**src/rtl/usb_rx_phy.sv**
```systemverilog
// USB full-speed receive PHY: input synchroniser, bit-phase recovery, NRZI decode,
// SYNC detection, bit unstuffing, byte assembly and EOP / error detection.
module usb_rx_phy #(
    parameter int CLK_PER_BIT = 4,
    parameter int SYNC_STAGES = 2
) (
    input  logic       clk_48m,
    input  logic       rst_n,
    input  logic       usb_dp_rx,
    input  logic       usb_dn_rx,
    input  logic       rx_en,
    output logic [7:0] rx_data,
    output logic       rx_valid,
    output logic       rx_active,
    output logic       rx_err,
    output logic       rx_eop,
    output logic [2:0] o_dbg_state
);
    localparam int PW = $clog2(CLK_PER_BIT);
    localparam logic [PW-1:0] HALF = PW'(CLK_PER_BIT / 2);
    localparam logic [PW-1:0] LAST = PW'(CLK_PER_BIT - 1);

    typedef enum logic [2:0] {S_IDLE, S_SYNC, S_DATA, S_EOP, S_RESYNC} state_t;
    typedef enum logic [1:0] {L_SE0 = 2'b00, L_K = 2'b01, L_J = 2'b10, L_SE1 = 2'b11} line_t;

    logic [SYNC_STAGES-1:0] r_dp_sync, r_dn_sync;
    line_t                  w_line, r_line_prev;
    logic [PW-1:0]          r_phase, w_phase;
    logic                   w_sample, w_jk, w_bit;

    state_t      r_state, w_state_n;
    logic [2:0]  r_bit_cnt, w_bit_cnt_n;
    logic [2:0]  r_ones, w_ones_n;
    logic [2:0]  r_j_cnt, w_j_cnt_n;
    logic        r_se0_two, w_se0_two_n;
    logic [7:0]  r_shift, w_shift_n;
    line_t       r_prev_jk, w_prev_jk_n;
    logic        w_valid, w_err, w_eop;

    always_ff @(posedge clk_48m or negedge rst_n) begin
        if (!rst_n) begin
            r_dp_sync <= '1;
            r_dn_sync <= '0;
        end else begin
            r_dp_sync <= {r_dp_sync[SYNC_STAGES-2:0], usb_dp_rx};
            r_dn_sync <= {r_dn_sync[SYNC_STAGES-2:0], usb_dn_rx};
        end
    end

    assign w_line = line_t'({r_dp_sync[SYNC_STAGES-1], r_dn_sync[SYNC_STAGES-1]});
    assign w_jk   = (w_line == L_J) || (w_line == L_K);
    assign w_bit  = (w_line == r_prev_jk);

    // The cycle in which a line change becomes visible counts as phase 0,
    // so the sample lands CLK_PER_BIT/2 cycles into each bit cell.
    assign w_phase  = (w_line != r_line_prev) ? '0 :
                      (r_phase == LAST)       ? '0 : r_phase + 1'b1;
    assign w_sample = (w_phase == HALF);

    always_ff @(posedge clk_48m or negedge rst_n) begin
        if (!rst_n) begin
            r_line_prev <= L_J;
            r_phase     <= '0;
        end else begin
            r_line_prev <= w_line;
            r_phase     <= w_phase;
        end
    end

    always_ff @(posedge clk_48m or negedge rst_n) begin
        if (!rst_n) begin
            r_state   <= S_IDLE;
            r_bit_cnt <= 3'd0;
            r_ones    <= 3'd0;
            r_j_cnt   <= 3'd0;
            r_se0_two <= 1'b0;
            r_shift   <= 8'h00;
            r_prev_jk <= L_J;
            rx_data   <= 8'h00;
            rx_valid  <= 1'b0;
            rx_err    <= 1'b0;
            rx_eop    <= 1'b0;
            rx_active <= 1'b0;
        end else begin
            r_state   <= w_state_n;
            r_bit_cnt <= w_bit_cnt_n;
            r_ones    <= w_ones_n;
            r_j_cnt   <= w_j_cnt_n;
            r_se0_two <= w_se0_two_n;
            r_shift   <= w_shift_n;
            r_prev_jk <= w_prev_jk_n;
            rx_valid  <= w_valid;
            rx_err    <= w_err;
            rx_eop    <= w_eop;
            rx_active <= (w_state_n == S_DATA) || (w_state_n == S_EOP);
            if (w_valid) rx_data <= w_shift_n;
        end
    end

    // The stuffing run counter starts at zero when DATA is entered.
    always_comb begin
        w_state_n   = r_state;
        w_bit_cnt_n = r_bit_cnt;
        w_ones_n    = r_ones;
        w_j_cnt_n   = (r_state == S_RESYNC) ? r_j_cnt : 3'd0;
        w_se0_two_n = r_se0_two;
        w_shift_n   = r_shift;
        w_prev_jk_n = r_prev_jk;
        w_valid     = 1'b0;
        w_err       = 1'b0;
        w_eop       = 1'b0;
        if (!rx_en) begin
            w_state_n   = S_IDLE;
            w_bit_cnt_n = 3'd0;
            w_ones_n    = 3'd0;
            w_j_cnt_n   = 3'd0;
            w_se0_two_n = 1'b0;
            w_prev_jk_n = L_J;
        end else if (w_sample) begin
            if (w_jk) w_prev_jk_n = w_line;
            case (r_state)
                S_IDLE: begin
                    if (w_line == L_K) begin
                        w_state_n   = S_SYNC;
                        w_bit_cnt_n = 3'd1;
                    end
                end
                S_SYNC: begin
                    if (w_line == L_SE1) begin
                        w_err     = 1'b1;
                        w_state_n = S_RESYNC;
                    end else if (!w_jk) begin
                        w_state_n = S_RESYNC;
                    end else if (r_bit_cnt == 3'd7) begin
                        if (w_bit) begin
                            w_state_n   = S_DATA;
                            w_bit_cnt_n = 3'd0;
                            w_ones_n    = 3'd0;
                        end else begin
                            w_state_n = S_RESYNC;
                        end
                    end else if (w_bit) begin
                        w_state_n = S_RESYNC;
                    end else begin
                        w_bit_cnt_n = r_bit_cnt + 3'd1;
                    end
                end
                S_DATA: begin
                    if (w_line == L_SE1) begin
                        w_err     = 1'b1;
                        w_state_n = S_RESYNC;
                    end else if (w_line == L_SE0) begin
                        if (r_bit_cnt != 3'd0) begin
                            w_err     = 1'b1;
                            w_state_n = S_RESYNC;
                        end else begin
                            w_state_n   = S_EOP;
                            w_se0_two_n = 1'b0;
                        end
                    end else if (r_ones == 3'd6) begin
                        if (w_bit) begin
                            w_err     = 1'b1;
                            w_state_n = S_RESYNC;
                        end else begin
                            w_ones_n = 3'd0;
                        end
                    end else begin
                        w_ones_n    = w_bit ? r_ones + 3'd1 : 3'd0;
                        w_shift_n   = {w_bit, r_shift[7:1]};
                        w_bit_cnt_n = r_bit_cnt + 3'd1;
                        w_valid     = (r_bit_cnt == 3'd7);
                    end
                end
                S_EOP: begin
                    if (w_line == L_SE0) begin
                        if (r_se0_two) begin
                            w_err     = 1'b1;
                            w_state_n = S_RESYNC;
                        end else begin
                            w_se0_two_n = 1'b1;
                        end
                    end else if ((w_line == L_J) && r_se0_two) begin
                        w_eop     = 1'b1;
                        w_state_n = S_IDLE;
                    end else begin
                        w_err     = 1'b1;
                        w_state_n = S_RESYNC;
                    end
                end
                S_RESYNC: begin
                    if (w_line == L_J) begin
                        if (r_j_cnt == 3'd6) begin
                            w_state_n = S_IDLE;
                            w_j_cnt_n = 3'd0;
                        end else begin
                            w_j_cnt_n = r_j_cnt + 3'd1;
                        end
                    end else begin
                        w_j_cnt_n = 3'd0;
                        w_err     = (w_line == L_SE1);
                    end
                end
                default: w_state_n = S_IDLE;
            endcase
        end
    end

    assign o_dbg_state = r_state;

endmodule

```
**config.mk**
```make
export PLATFORM = sky130hd
export DESIGN_NAME = usb_rx_phy
export DESIGN_NICKNAME = d
export VERILOG_FILES = /design/src/rtl/usb_rx_phy.sv
export SDC_FILE = /design/constraint.sdc
export NUM_CORES = 1
export LEC_CHECK = 0
export CAP_MARGIN = 10
export CORE_AREA = 2 2 78 80
export CTS_CLUSTER_DIAMETER = 30
export DETAILED_ROUTE_END_ITERATION = 8
export DIE_AREA = 0 0 80 82
export GPL_TIMING_DRIVEN = 0
export MAX_ROUTING_LAYER = met4
export PLACE_DENSITY = 0.58
export SLEW_MARGIN = 20
export SYNTH_ARGS = -nofsm -noshare
export SYNTH_HDL_FRONTEND = slang
export SYNTH_SLANG_ARGS = --single-unit
```
**constraint.sdc**
```tcl
create_clock -name clk_48m -period 7.4 [get_ports clk_48m]
set_input_delay 1.48 -clock clk_48m [delete_from_list [all_inputs] [get_ports clk_48m]]
set_output_delay 1.48 -clock clk_48m [all_outputs]
set_load 0.01 [all_outputs]
```
==> After elaboration in Yosys (flattened, before gate mapping) <==
Cells that the tools add are included.
{ "word_totals": {"regBits": 43, "output_inout_bits": 15, "elab_cells": 154, "in_bits": 5} }
{ "op_classes": {"n_mux": 89, "n_addsub": 4, "n_reduce_logical": 10, "n_eq_ne": 35} }
{ "ops": {"columns": ["operator", "n"], "rows": [
  ["$mux W3", 44],
  ["$mux W8", 6],
  ["$ne A3 B3 Y1 const B", 11],
  ["$mux W1", 29],
  ["$pmux W3 S5", 1],
  ["$eq A3 B2 Y1 const B", 4],
  ["$eq A3 B3 Y1 const B", 4],
  ["$ne A4 B4 Y1 const B", 3],
  ["$mux W2", 5],
  ["$reduce_and A10 Y1", 1],
  ["$add A3 B1 Y3 const B", 3],
  ["$pmux W3 S3", 1],
  ["$reduce_and A9 Y1", 1],
  ["$eq A2 B2 Y1 const B", 4],
  ["$ne A3 B1 Y1 const B", 2],
  ["$pmux W3 S2", 1],
  ["$reduce_and A6 Y1", 1],
  ["$ne A2 B1 Y1 const B", 2],
  ["$ne A4 B1 Y1 const B", 1],
  ["$pmux W1 S4", 1],
  ["$eq A3 B1 Y1 const B", 1],
  ["$logic_not A3 Y1", 1],
  ["$reduce_bool A3 Y1", 1],
  ["$add A2 B1 Y2 const B", 1],
  ["other kinds (8)", 9]
]} }

==> Longest topological paths before layout <==
{ "depth": {"depth_word": 10, "mapped_depth": 8, "mapped_depth_nobuf": 7} }

==> Least setup slack after synthesis <==
OpenSTA, ideal clock, no wires.
{ "synth_path": {"path_kind": "input-to-reg", "startpoint": "input rx_en", "endpoint": "register rx_data[0]", "path_stages": 4, "path_slack_ns": 4.805, "required_ns": 7.275, "t_arrival_ns": 2.471, "n_path_buf": 0, "setup_ns": 0.125, "path_cell_list": "nand3_1 -> nor4_4 -> nand2_4 -> mux2_2"} }
{ "synth_between": {"elab_chain_cells": 1, "word_cells_on_any_way": 2, "classes_between": "2 x mux"} }
{ "synth_lines": {"columns": ["element", "line_no", "rtl"], "rows": [
  ["start: declaration", "11", "input logic rx_en,"],
  ["$mux W8 or $mux W1 (tied branches)", "112", "if (!rx_en) begin"],
  ["end signal: assignment", "96", "if (w_valid) rx_data <= w_shift_n;"],
  ["end: declaration", "12", "output logic [7:0] rx_data,"]
]} }
Parallel ways exist; a longest one is shown, timed or not.
A chain may end at the register's enable or synchronous reset.

==> Worst setup path after layout <==
{ "layout_path": {"startpoint": "input rx_en", "endpoint": "register rx_data[3]"} }
Same word-level chain as after synthesis.

==> key figures <==
Status
  • Outcome: finished, final reports clean

Critical path
  • Reg-to-reg startpoint: r_dp_sync[1]
  • Crit path max fanout: 8
  • Crit path capture: rx_data[3]
  • Reg2Reg Depth: 8
  • Reg-to-reg slack, setup: 4700 ps
  • Worst Path Required: 7590 ps
  • Critical path class: input port to register
  • Worst path arrival time: 3240 ps
  • Worst setup EP type: register
  • Critical Path Source: rx_en
  • Startpoint Class: input port
  • Reg2reg end: rx_active

Pwr
  • Reg power frac: 53.1%
  • Net switching power: 100 uW
  • Internal power: 343 uW
  • Static Leak: 1.15 nW
  • Power Dens Cells: 168 mW/mm^2
  • Worst VDD drop: 0.0927 mV
  • Combinational power share: 6.0%
  • Total power: 443 uW
  • Clock power frac: 40.9%
  • Net Sw Frac: 22.6%

Final layout
  • Post-layout util: 45.8%
  • Final nets: 247
  • ANT cells: 0
  • Multi-input gate area: 0.00109 sq mm
  • Layout cells sized above 1: 16.4%
  • Register area: 0.00106 sq mm
  • Synth-to-Final Area Change: 18.4%
  • Final non-filler cell total: 307
  • Fill count: 555
  • Final instance area: 0.00263 sq mm

Yosys
  • Syn Nets: 220
  • Largest area contributor in the netlist: dfrtp_1
  • Seq/Total Area, Yosys: 47.5%
  • Netlist cell types: 51
  • Syn Area/Cell: 10.9 sq um
  • Primary FF master, synth: dfrtp_1
  • Asr flop ratio synth: 100%
  • Top-area cell type share of the netlist area: 42.8%
  • Post-Syn Area: 0.00222 sq mm
  • Synth Instances: 204
  • Synth area leaders: dfrtp_1, mux2_2, ha_1, dfstp_2, nor3_1
  • Synth Register Bits: 42
  • Post-synth EDFFs: 0
  • Syn. warnings: 0

Clock network
  • Root Buffer: clkbuf_8
  • CTS Hold Bufs: 0
  • Resized Gates After CTS: 0
  • Clk sinks: 42
  • Worst-Skew Late Latency: 300 ps
  • Maximum clock path buffer count: 2
  • CTS tree: yes
  • Cts bufs inserted: 5
  • Postcts setup bufs: 0
  • Reg clk slew, reported paths: 80 ps
  • Depth of the CTS H-tree: 2

STA
  • Final Hold Fails: 0
  • Worst Tran Pin Value: 615 ps
  • Worst Clk Skew: 9.94 ps
  • Final Cycle Share: 41.2%
  • Minimum clock period after layout: 3050 ps
  • Fin Setup TNS: 0 ps
  • Fmax: 328 MHz
  • Rel. slew slack: 58.7%
  • Slew Viols, Final: 0
  • Setup violators final: 0
  • RSZ-0062 raised after global routing: false

Route
  • Routed WL: 4450 um
  • Vias post-DR: 1638
  • Drt drc: 0
  • ANT nets after route: 0
  • Drt wl/cell: 14.5 um
  • DRT iter0 DRCs: 134
  • First drt pass iteration count: 4
  • Via density: 5.34

Global route
  • Total GRT Usage: 15.5%
  • First-pass GRT wire length: 7630 um
  • Initial antenna violation count: 0
  • Pin count of the biggest net entering global routing: 26
  • Vias in the first global route: 1534
  • Grt ovf: 0

Place
  • Count of input and output buffers: 19
  • Hpwl dp: 3230 um
  • Gpl congestion: 0.933
  • Post-DP Area: 0.00252 sq mm
  • Placed Cells: 299

Die
  • Die width: 80 um
  • Die boundary height: 82 um
  • Io pins: 20
  • Die Footprint: 0.00656 sq mm
  • Core area: 0.00575 sq mm
  • Core Rows: 28
  • Initial Util: 38.7%

Hold path
  • Hold Crit Class: register to register
  • Hold path depth: 0

Job
  • Max cap viols: 0
[power by group through the flow]
stage               registers [mW]  logic, mW  clock network, mW
global route                 0.236     0.0309              0.199
finish                       0.235     0.0268              0.181
global placement             0.240     0.0262                  0
CTS                          0.235     0.0274              0.188
detailed placement           0.240     0.0273                  0
floorplan                    0.239     0.0148                  0
[layout by cell type (no fill, tap or decap), types with 5 or more instances in the layout]
cell and count:
nand2_1 12, a21oi_1 9, inv_1 11, clkbuf_8 5, dfrtp_1 38, clkdlybuf4s50_1 18, nand3_1 5, o21ai_0 6
ha_1 11, mux2_2 17, nor2b_1 5, clkbuf_1 7, nor3_1 10, nor4_1 5
[stage by stage]
step,hold WS [ps],setup WS (ps)
finish,354,4350
floorplan,331,4800
CTS,356,4320
global placement,335,3740
global route,368,4230
detailed placement,336,4020
[cell type report]
type	instances	share of cell area [%]
repair buffers	20	7.80
clock buffers	6	2.76
flip-flops and latches	42	40.1
clock inverters	2	1.43
plain buffers	8	1.47
inverters	11	1.57
multi-input cells	143	41.3
well taps	75	3.57
[worst max-delay path, stage by stage]
cell             delay, ps
clkdlybuf4s50_1        510
nand3_1                220
nor4_4                 530
nand2_4                180
mux2_2                 310
[synth_stat cells, drive strengths merged (5+ instances only)]
library cell,count
mux2,17
a21oi,9
nor3,11
ha,11
nor4,6
dfrtp,38
clkbuf,6
inv,11
nand2,13
nand3,5
o21ai,6
nor2b,5
[layer usage]
layer | vias to the layer above | wire length, um | GRT usage, %
met1 | 791 | 2240 | 20.0
met2 | 33 | 1980 | 23.8
met3 | 6 | 162 | 3.52
li1 | 808 | - | -
met4 | 0 | 61 | 5.93
met5 | - | 0 | -
[kinds of logic after synthesis]
group	count (synthesis)	share of synthesized area (%)
multiplexers	20	9.97
AND/OR/NAND/NOR	69	18.8
adder cells (fa/ha/maj)	11	6.19
flip-flops	42	47.5
buffers and inverters	19	3.60
AO/OA/AOI/OAI	38	12.0
XOR/XNOR	5	1.97
[how the worst min path moves through the flow]
| stage | start | end | slack, ps |
|---|---|---|---|
| final | r_dn_sync[0] | r_dn_sync[1] | 350 |
| after CTS | r_dn_sync[0] | r_dn_sync[1] | 360 |
| after detailed placement | r_dn_sync[0] | r_dn_sync[1] | 340 |
| after global routing | r_dn_sync[0] | r_dn_sync[1] | 370 |
| after floorplan | r_dn_sync[0] | r_dn_sync[1] | 330 |
| after global placement | r_dn_sync[0] | r_dn_sync[1] | 340 |
[registers in the layout (all words and copies together), names as in the netlist, 2 cells and up]
signal,flops
r_phase,2
r_dp_sync,2
r_dn_sync,2
r_bit_cnt,3
o_dbg_state,3
r_ones,3
r_line_prev,2
r_prev_jk,2
r_j_cnt,3
r_shift,7
rx_data,8
(Power assumes the default switching activity.)
